### src/rtl/fp_mult_seq.sv
// fp_mult_seq: sequential IEEE-style FP multiplier, shift-add mantissa, RNE rounding.
// Ports: clk/rst_n (async active-low); in_valid/in_ready accept a,b;
//        out_valid/out_ready hand over result and flag_invalid/overflow/underflow/inexact.
module fp_mult_seq #(
  parameter int MB = 23,
  parameter int EB = 8,
  localparam int N = MB + EB + 1
) (
  input  logic         clk,
  input  logic         rst_n,
  input  logic         in_valid,
  output logic         in_ready,
  input  logic [N-1:0] a,
  input  logic [N-1:0] b,
  output logic         out_valid,
  input  logic         out_ready,
  output logic [N-1:0] result,
  output logic         flag_invalid,
  output logic         flag_overflow,
  output logic         flag_underflow,
  output logic         flag_inexact
);
  typedef enum logic [2:0] {IDLE, CHECK, MUL, NORM, ROUND, DONE} state_t;
  localparam int CW = $clog2(MB + 1);
  localparam logic [EB+1:0] BIAS = (EB+2)'((1 << (EB - 1)) - 1);
  localparam logic [EB:0] EXP_MAX = (EB+1)'((1 << EB) - 1);
  localparam logic [N-1:0] QNAN = {1'b0, {EB{1'b1}}, 1'b1, {(MB-1){1'b0}}};
  state_t state_q, state_d;
  logic [N-1:0] a_q, b_q, result_q;
  logic sign_q, guard_q, sticky_q;
  logic [EB+1:0] exp_q;
  logic [MB:0] mcand_q, mplier_q;
  logic [2*MB+1:0] acc_q;
  logic [CW-1:0] cnt_q;
  logic [MB-1:0] frac_q;
  logic [3:0] flags_q;
  logic [EB-1:0] ea, eb;
  logic [MB-1:0] ma, mb;
  logic a_zero, b_zero, a_inf, b_inf, a_nan, b_nan, sign, special, spec_inv;
  logic [N-1:0] spec_res, r_res;
  logic [MB+1:0] psum;
  logic top, n_guard, n_sticky, r_ovf, r_unf;
  logic [MB-1:0] n_frac;
  logic [MB:0] r_sum;
  logic [EB+1:0] r_exp;
  assign ea = a_q[N-2:MB];
  assign eb = b_q[N-2:MB];
  assign ma = a_q[MB-1:0];
  assign mb = b_q[MB-1:0];
  // Denormal inputs are treated as zero.
  assign a_zero = ea == '0;
  assign b_zero = eb == '0;
  assign a_inf = &ea && ma == '0;
  assign b_inf = &eb && mb == '0;
  assign a_nan = &ea && |ma;
  assign b_nan = &eb && |mb;
  always_comb begin
    sign = a_q[N-1] ^ b_q[N-1];
    spec_inv = (a_inf && b_zero) || (b_inf && a_zero);
    special = a_nan || b_nan || a_inf || b_inf || a_zero || b_zero;
    spec_res = (a_nan || b_nan || spec_inv) ? QNAN :
               (a_inf || b_inf) ? {sign, {EB{1'b1}}, {MB{1'b0}}} : {sign, {(N-1){1'b0}}};
    // One shift-add step: add multiplicand into the upper half, then shift right.
    psum = {1'b0, acc_q[2*MB+1:MB+1]} + {1'b0, {(MB+1){mplier_q[0]}} & mcand_q};
    top = acc_q[2*MB+1];
    n_frac = top ? acc_q[2*MB:MB+1] : acc_q[2*MB-1:MB];
    n_guard = top ? acc_q[MB] : acc_q[MB-1];
    n_sticky = top ? |acc_q[MB-1:0] : |acc_q[MB-2:0];
    r_sum = {1'b0, frac_q} + (MB+1)'(guard_q & (sticky_q | frac_q[0]));
    // A carry out of the fraction leaves r_sum[MB-1:0] at zero and bumps the exponent.
    r_exp = exp_q + (EB+2)'(r_sum[MB]);
    r_ovf = !r_exp[EB+1] && r_exp[EB:0] >= EXP_MAX;
    r_unf = r_exp[EB+1] || r_exp == '0;
    r_res = r_ovf ? {sign_q, {EB{1'b1}}, {MB{1'b0}}} :
            r_unf ? {sign_q, {(N-1){1'b0}}} : {sign_q, r_exp[EB-1:0], r_sum[MB-1:0]};
  end
  always_comb begin
    state_d = state_q;
    case (state_q)
      IDLE:    state_d = in_valid ? CHECK : IDLE;
      CHECK:   state_d = special ? DONE : MUL;
      MUL:     state_d = cnt_q == CW'(MB) ? NORM : MUL;
      NORM:    state_d = ROUND;
      ROUND:   state_d = DONE;
      DONE:    state_d = out_ready ? IDLE : DONE;
      default: state_d = IDLE;
    endcase
  end
  always_ff @(posedge clk or negedge rst_n) begin
    if (!rst_n) state_q <= IDLE;
    else state_q <= state_d;
  end
  always_ff @(posedge clk or negedge rst_n) begin
    if (!rst_n) begin
      a_q <= '0;
      b_q <= '0;
      result_q <= '0;
      flags_q <= '0;
      sign_q <= 1'b0;
      exp_q <= '0;
      mcand_q <= '0;
      mplier_q <= '0;
      acc_q <= '0;
      cnt_q <= '0;
      frac_q <= '0;
      guard_q <= 1'b0;
      sticky_q <= 1'b0;
    end else begin
      case (state_q)
        IDLE: if (in_valid) begin
          a_q <= a;
          b_q <= b;
        end
        CHECK: begin
          sign_q <= sign;
          if (special) begin
            result_q <= spec_res;
            flags_q <= {spec_inv, 3'b000};
          end else begin
            mcand_q <= {1'b1, ma};
            mplier_q <= {1'b1, mb};
            acc_q <= '0;
            cnt_q <= '0;
            exp_q <= {2'b00, ea} + {2'b00, eb} - BIAS;
          end
        end
        MUL: begin
          acc_q <= {psum, acc_q[MB:1]};
          mplier_q <= mplier_q >> 1;
          cnt_q <= cnt_q + 1'b1;
        end
        NORM: begin
          frac_q <= n_frac;
          guard_q <= n_guard;
          sticky_q <= n_sticky;
          exp_q <= exp_q + (EB+2)'(top);
        end
        ROUND: begin
          result_q <= r_res;
          flags_q <= {1'b0, r_ovf, r_unf, r_ovf | r_unf | guard_q | sticky_q};
        end
        DONE: if (out_ready) flags_q <= '0;
        default: ;
      endcase
    end
  end
  assign in_ready = state_q == IDLE;
  assign out_valid = state_q == DONE;
  assign result = result_q;
  assign {flag_invalid, flag_overflow, flag_underflow, flag_inexact} = flags_q;
endmodule

### config.mk
export PLATFORM = sky130hd
export DESIGN_NAME = fp_mult_seq
export DESIGN_NICKNAME = d
export VERILOG_FILES = /design/src/rtl/fp_mult_seq.sv
export SDC_FILE = /design/constraint.sdc
export NUM_CORES = 1
export LEC_CHECK = 0
export CORE_MARGIN = 10
export CORE_UTILIZATION = 40
export CTS_BUF_LIST = sky130_fd_sc_hd__clkbuf_16
export DETAILED_ROUTE_END_ITERATION = 7
export PLACE_DENSITY = 0.57
export SLEW_MARGIN = 20
export SYNTH_ARGS = -nofsm -noshare
export SYNTH_HDL_FRONTEND = slang
export SYNTH_SLANG_ARGS = --single-unit
### constraint.sdc
create_clock -name clk -period 7.6 [get_ports clk]
set_clock_uncertainty 0.1 [all_clocks]
set_input_delay 1.52 -clock clk [delete_from_list [all_inputs] [get_ports clk]]
set_output_delay 1.52 -clock clk [all_outputs]
set_load 0.01 [all_outputs]
==> impl.org <==
** Job
- Number of max-capacitance violations reported :: 0

** Synth
- Syn Nets :: 1355
- The Yosys step of the flow raised 0 warnings.
- Most used flip-flop cell after synthesis :: sky130_fd_sc_hd__dfrtp_1
- Count of flip-flops with a built-in enable after synthesis :: 0
- Sequential cell area fraction in the yosys report :: 0.495
- Counting flops with an async set or reset pin after synthesis yields a share of 1.00.
- A synthesized cell averages 9.80 µm².
- The cell area that synthesis handed to floorplanning was 12100 µm².
- Mapped Cells :: 1239
- In this run, distinct cell masters in the synthesized netlist total 70.
- Synthesis inferred 240 register bits.

** Final layout
- After filler insertion, the fill cell instance count of the layout stands at approximately 2900.
- 0 antenna diodes ended up in the layout.
- Final net count :: roughly 1400
- Measured on the finished design, the core utilization comes to 0.487.
- In the final layout, the share of cells above drive strength 1 is 0.0971.
- The area growth from synthesis to layout is 19.6%.

** Drt
- For this run, design rule violations remaining after detail routing come to 0.
- Wire per inst :: 16.4 µm
- The first TritonRoute pass finished after 5 iterations.
- Total Wirelength :: 28.3 mm
- First DRT Iteration DRCs :: between 500 and 600
- Vias after detailed routing :: 9026
- Via density per instance :: 5.22
- The detail route stage leaves a number of antenna-violating nets equal to 0.

** Global route
- Number of antenna violations at the first check in global routing :: 0
- All-layer global routing usage :: 0.147
- Global-route wire length before repair :: 47.6 mm
- Vias in the first global route :: 8973
- Entering global routing, the biggest net connects 176 pins.
- Leftover overflow at the end of global routing :: 0

** Power and ir drop
- Proportion of power drawn by the clock network :: 0.243
- PwrDens :: about 420 nW/µm²
- Of the total power, the share spent switching nets is 0.373.
- VDD sags by at most 0.000231 V.
- The analysis attributes to cell leakage a power of 6.18 nW.
- Cell internal power was estimated by the tool at between 3 and 4 mW.
- Switching pwr :: 2.28 mW
- The share of total power dissipated in sequential elements is 0.371.
- Relative contribution of combinational cells to total power :: 0.386

** Timing
- Number of setup violations in the final report :: 0
- Count of final hold-check violations :: 0
- For the pin with the worst max-slew slack, the measured transition is 0.978 ns.
- Unrepaired setup endpoints after global routing :: false
- Summed over all failing endpoints, the final setup total negative slack is 0 ns.
- Max-Slew Margin vs Limit :: 0.348
- Based on the critical path, the design can be clocked at up to ~240 MHz.
- Pins Over Slew Limit :: 0
- Time the final worst path needs with I/O delays and setup :: a little over 4 ns
- Period utilisation layout :: 0.543

** Critical path
- The critical path goes through o21a_1 -> ha_1 -> nand3_1 -> or3_1 -> nor3_1 -> ha_1 -> ha_1 -> and4_1 -> and2_1 -> xor2_1 -> a31oi_1 -> nand3_1 -> o21ai_0.
- The kind of cell with the highest combined delay along the critical path is simple AND/OR/NAND/NOR gates.
- Critical path endpoint category :: flip-flop
- Crit-path max FO :: 23
- Buf/Inv on CP :: 0
- Startpoint class of the critical path :: flip-flop
- Data on the critical path is required at its endpoint by approximately 7.9 ns.
- Data arrives at the worst endpoint at 4.46 ns.
- Worst path max stage delay :: 0.65 ns
- For this design, the slowest cell found on the critical path is sky130_fd_sc_hd__nand3_1.
- By instance count, the cell type seen most on the critical path is sky130_fd_sc_hd__ha_1.
- Class of the most critical setup path :: reg2reg

** Die
- Floorplan core area :: 29800 µm²
- I/O pin total :: roughly 110
- Total number of placement rows :: 63
- Chip width :: around 190 µm
- The die covers approximately 38000 µm².
- For this configuration, the core starts out at a cell density of 0.408.
- From bottom edge to top edge, the die measures ~190 µm.

** Place
- Routability-driven placement congestion ratio :: 0.838
- Port buffering added between 100 and 150 buffers.
- Detailed placement ended at an HPWL of between 20 and 25 mm.

** CTS
- The number of hold buffers added after CTS was 0.
- Setup repair bufs after CTS :: 0
- Gates resized during post-CTS repair numbered 0.
- Source-to-sink clock delay at the later pin of the worst-skew pair :: 0.55 ns
- TritonCTS buffer count :: 28
- Counting along the longest clock path gives a buffer depth of 3.
- CTS HTree Levels :: 1
- Clock input transition at the sequential cells of the worst setup and hold paths :: roughly 0.06 ns
- TritonCTS built the clock tree.
- For this design, the sink count on the clock tree is 240.
- The tree is rooted in a sky130_fd_sc_hd__clkbuf_16.

** Status
- Outcome :: finished clean

** Hold path
- Min-Delay Path Class :: reg2reg
## synth_stat cells (4+ instances only)
master	instances	share of area
sky130_fd_sc_hd__ha_1	46	0.047
sky130_fd_sc_hd__o22ai_1	26	0.013
sky130_fd_sc_hd__nand3_1	44	0.018
sky130_fd_sc_hd__a21oi_1	29	0.012
sky130_fd_sc_hd__nor4_1	16	0.0082
sky130_fd_sc_hd__a21o_1	9	0.0056
sky130_fd_sc_hd__o21ai_1	7	0.0029
sky130_fd_sc_hd__xnor2_1	25	0.018
sky130_fd_sc_hd__inv_1	21	0.0065
sky130_fd_sc_hd__o21ai_0	113	0.047
sky130_fd_sc_hd__nand2b_1	6	0.0031
sky130_fd_sc_hd__o211ai_1	4	0.0025
sky130_fd_sc_hd__o31ai_1	4	0.0025
sky130_fd_sc_hd__mux2_2	60	0.056
sky130_fd_sc_hd__nor3_1	17	0.0070
sky130_fd_sc_hd__mux2i_1	25	0.021
sky130_fd_sc_hd__and3_1	11	0.0057
sky130_fd_sc_hd__o21a_1	5	0.0031
sky130_fd_sc_hd__o21bai_1	4	0.0025
sky130_fd_sc_hd__clkbuf_1	36	0.011
sky130_fd_sc_hd__nand4_1	12	0.0062
sky130_fd_sc_hd__xor2_1	30	0.022
sky130_fd_sc_hd__buf_2	19	0.0078
sky130_fd_sc_hd__or4_1	6	0.0037
sky130_fd_sc_hd__nor2_1	84	0.026
sky130_fd_sc_hd__nand2_1	225	0.070
sky130_fd_sc_hd__a221o_1	5	0.0041
sky130_fd_sc_hd__or3_1	5	0.0026
sky130_fd_sc_hd__a31oi_1	7	0.0036
sky130_fd_sc_hd__and2_1	32	0.016
sky130_fd_sc_hd__dfrtp_1	240	0.49
sky130_fd_sc_hd__a211oi_1	4	0.0025
## metal layers
layer | GRT usage | wire length, µm
met5 | 0 | 0
met4 | 0.0363 | 499
met3 | 0.0225 | 991
met2 | 0.221 | 12300
met1 | 0.214 | 14500
## final cells by class
type	instances	area (µm²)	share of cell area
clock inverters	23	324	0.0223
repair buffers	112	1120	0.0772
flip-flops and latches	240	6010	0.414
multi-input cells	913	5790	0.399
clock buffers	28	701	0.0483
inverters	23	88.8	0.00612
well taps	390	488	0.0336
## placed cells by master, fill, tap and decap left out, types with 5 or more instances in the layout
master	synthesis	layout
sky130_fd_sc_hd__a21oi_1	29	28
sky130_fd_sc_hd__nor4_1	16	16
sky130_fd_sc_hd__mux2i_1	25	25
sky130_fd_sc_hd__nor3_1	17	17
sky130_fd_sc_hd__mux2_2	60	60
sky130_fd_sc_hd__clkinv_1	0	7
sky130_fd_sc_hd__buf_4	3	6
sky130_fd_sc_hd__a21o_1	9	9
sky130_fd_sc_hd__clkbuf_16	0	28
sky130_fd_sc_hd__nand4_1	12	12
sky130_fd_sc_hd__ha_1	46	46
sky130_fd_sc_hd__nand2_1	225	224
sky130_fd_sc_hd__and3_1	11	11
sky130_fd_sc_hd__dfrtp_1	240	240
sky130_fd_sc_hd__and2_1	32	31
sky130_fd_sc_hd__or4_1	6	6
sky130_fd_sc_hd__o21ai_1	7	7
sky130_fd_sc_hd__o21a_1	5	5
sky130_fd_sc_hd__o22ai_1	26	26
sky130_fd_sc_hd__nand2b_1	6	6
sky130_fd_sc_hd__xor2_1	30	30
sky130_fd_sc_hd__a221o_1	5	5
sky130_fd_sc_hd__a31oi_1	7	7
sky130_fd_sc_hd__nand3_1	44	44
sky130_fd_sc_hd__clkinv_2	0	5
sky130_fd_sc_hd__bufinv_16	0	8
sky130_fd_sc_hd__inv_1	21	21
sky130_fd_sc_hd__o21ai_0	113	113
sky130_fd_sc_hd__clkdlybuf4s50_1	0	104
sky130_fd_sc_hd__xnor2_1	25	25
sky130_fd_sc_hd__nor2_1	84	84
## power by group through the flow
stage / Sequential [mW] / Combinational (mW) / Clock, mW
after floorplan: 2.13 / 1.79 / 0
after global placement: 2.27 / 2.35 / 0
after detailed placement: 2.29 / 2.38 / 0
after CTS: 2.27 / 2.39 / 1.51
after global routing: 2.35 / 2.66 / 1.57
final: 2.26 / 2.36 / 1.48
## kinds of logic after synthesis
family / synth area share
AO/OA/AOI/OAI: 0.128
XOR/XNOR: 0.0397
adder cells (fa/ha/maj): 0.0507
buffers and inverters: 0.0309
flip-flops: 0.495
multiplexers: 0.0762
AND/OR/NAND/NOR: 0.180
## worst paths after layout
check / from / to / slack [ns] / cells after the start
min in group asynchronous: rst_n / b_q[13] / 0.79 / 1
max in group asynchronous: rst_n / frac_q[7] / 5.27 / 2
worst max register to register: sticky_q / result[1] / 3.47 / 13
worst min register to register: mcand_q[9] / mcand_q[9] / 0.37 / 2
worst max-delay path: sticky_q / result[1] / 3.47 / 13
worst min-delay path: mcand_q[9] / mcand_q[9] / 0.37 / 2
## worst register-to-register path, cell delays in order, from the launching register on
cell and delay, ns:
sky130_fd_sc_hd__dfrtp_1 0.37, sky130_fd_sc_hd__o21a_1 0.13, sky130_fd_sc_hd__ha_1 0.22, sky130_fd_sc_hd__nand3_1 0.12
sky130_fd_sc_hd__or3_1 0.46, sky130_fd_sc_hd__nor3_1 0.26, sky130_fd_sc_hd__ha_1 0.25, sky130_fd_sc_hd__ha_1 0.21
sky130_fd_sc_hd__and4_1 0.26, sky130_fd_sc_hd__and2_1 0.18, sky130_fd_sc_hd__xor2_1 0.10, sky130_fd_sc_hd__a31oi_1 0.32
sky130_fd_sc_hd__nand3_1 0.65, sky130_fd_sc_hd__o21ai_0 0.38
## registers in the layout (all words and copies together) (netlist names), 5 cells and up
name and count:
result 32, frac_q 23, acc_q 48, exp_q 10, a_q 32, mcand_q 24, b_q 32, cnt_q 5
mplier_q 24
## metrics by stage
| stage | hold WS (ns) | std cells | setup WS [ns] | cell area [µm²] | total power, mW |
|---|---|---|---|---|---|
| after global placement | 0.341 | 1678 | 3.56 | 13500 | 4.61 |
| after CTS | 0.371 | 1729 | 3.41 | 14500 | 6.17 |
| after global routing | 0.381 | 1729 | 3.07 | 14500 | 6.59 |
| final | 0.368 | 1729 | 3.47 | 14500 | 6.10 |
| after floorplan | 0.325 | 1239 | 4.43 | 12100 | 3.92 |
| after detailed placement | 0.355 | 1678 | 3.40 | 13500 | 4.67 |
(Power assumes the default switching activity.)
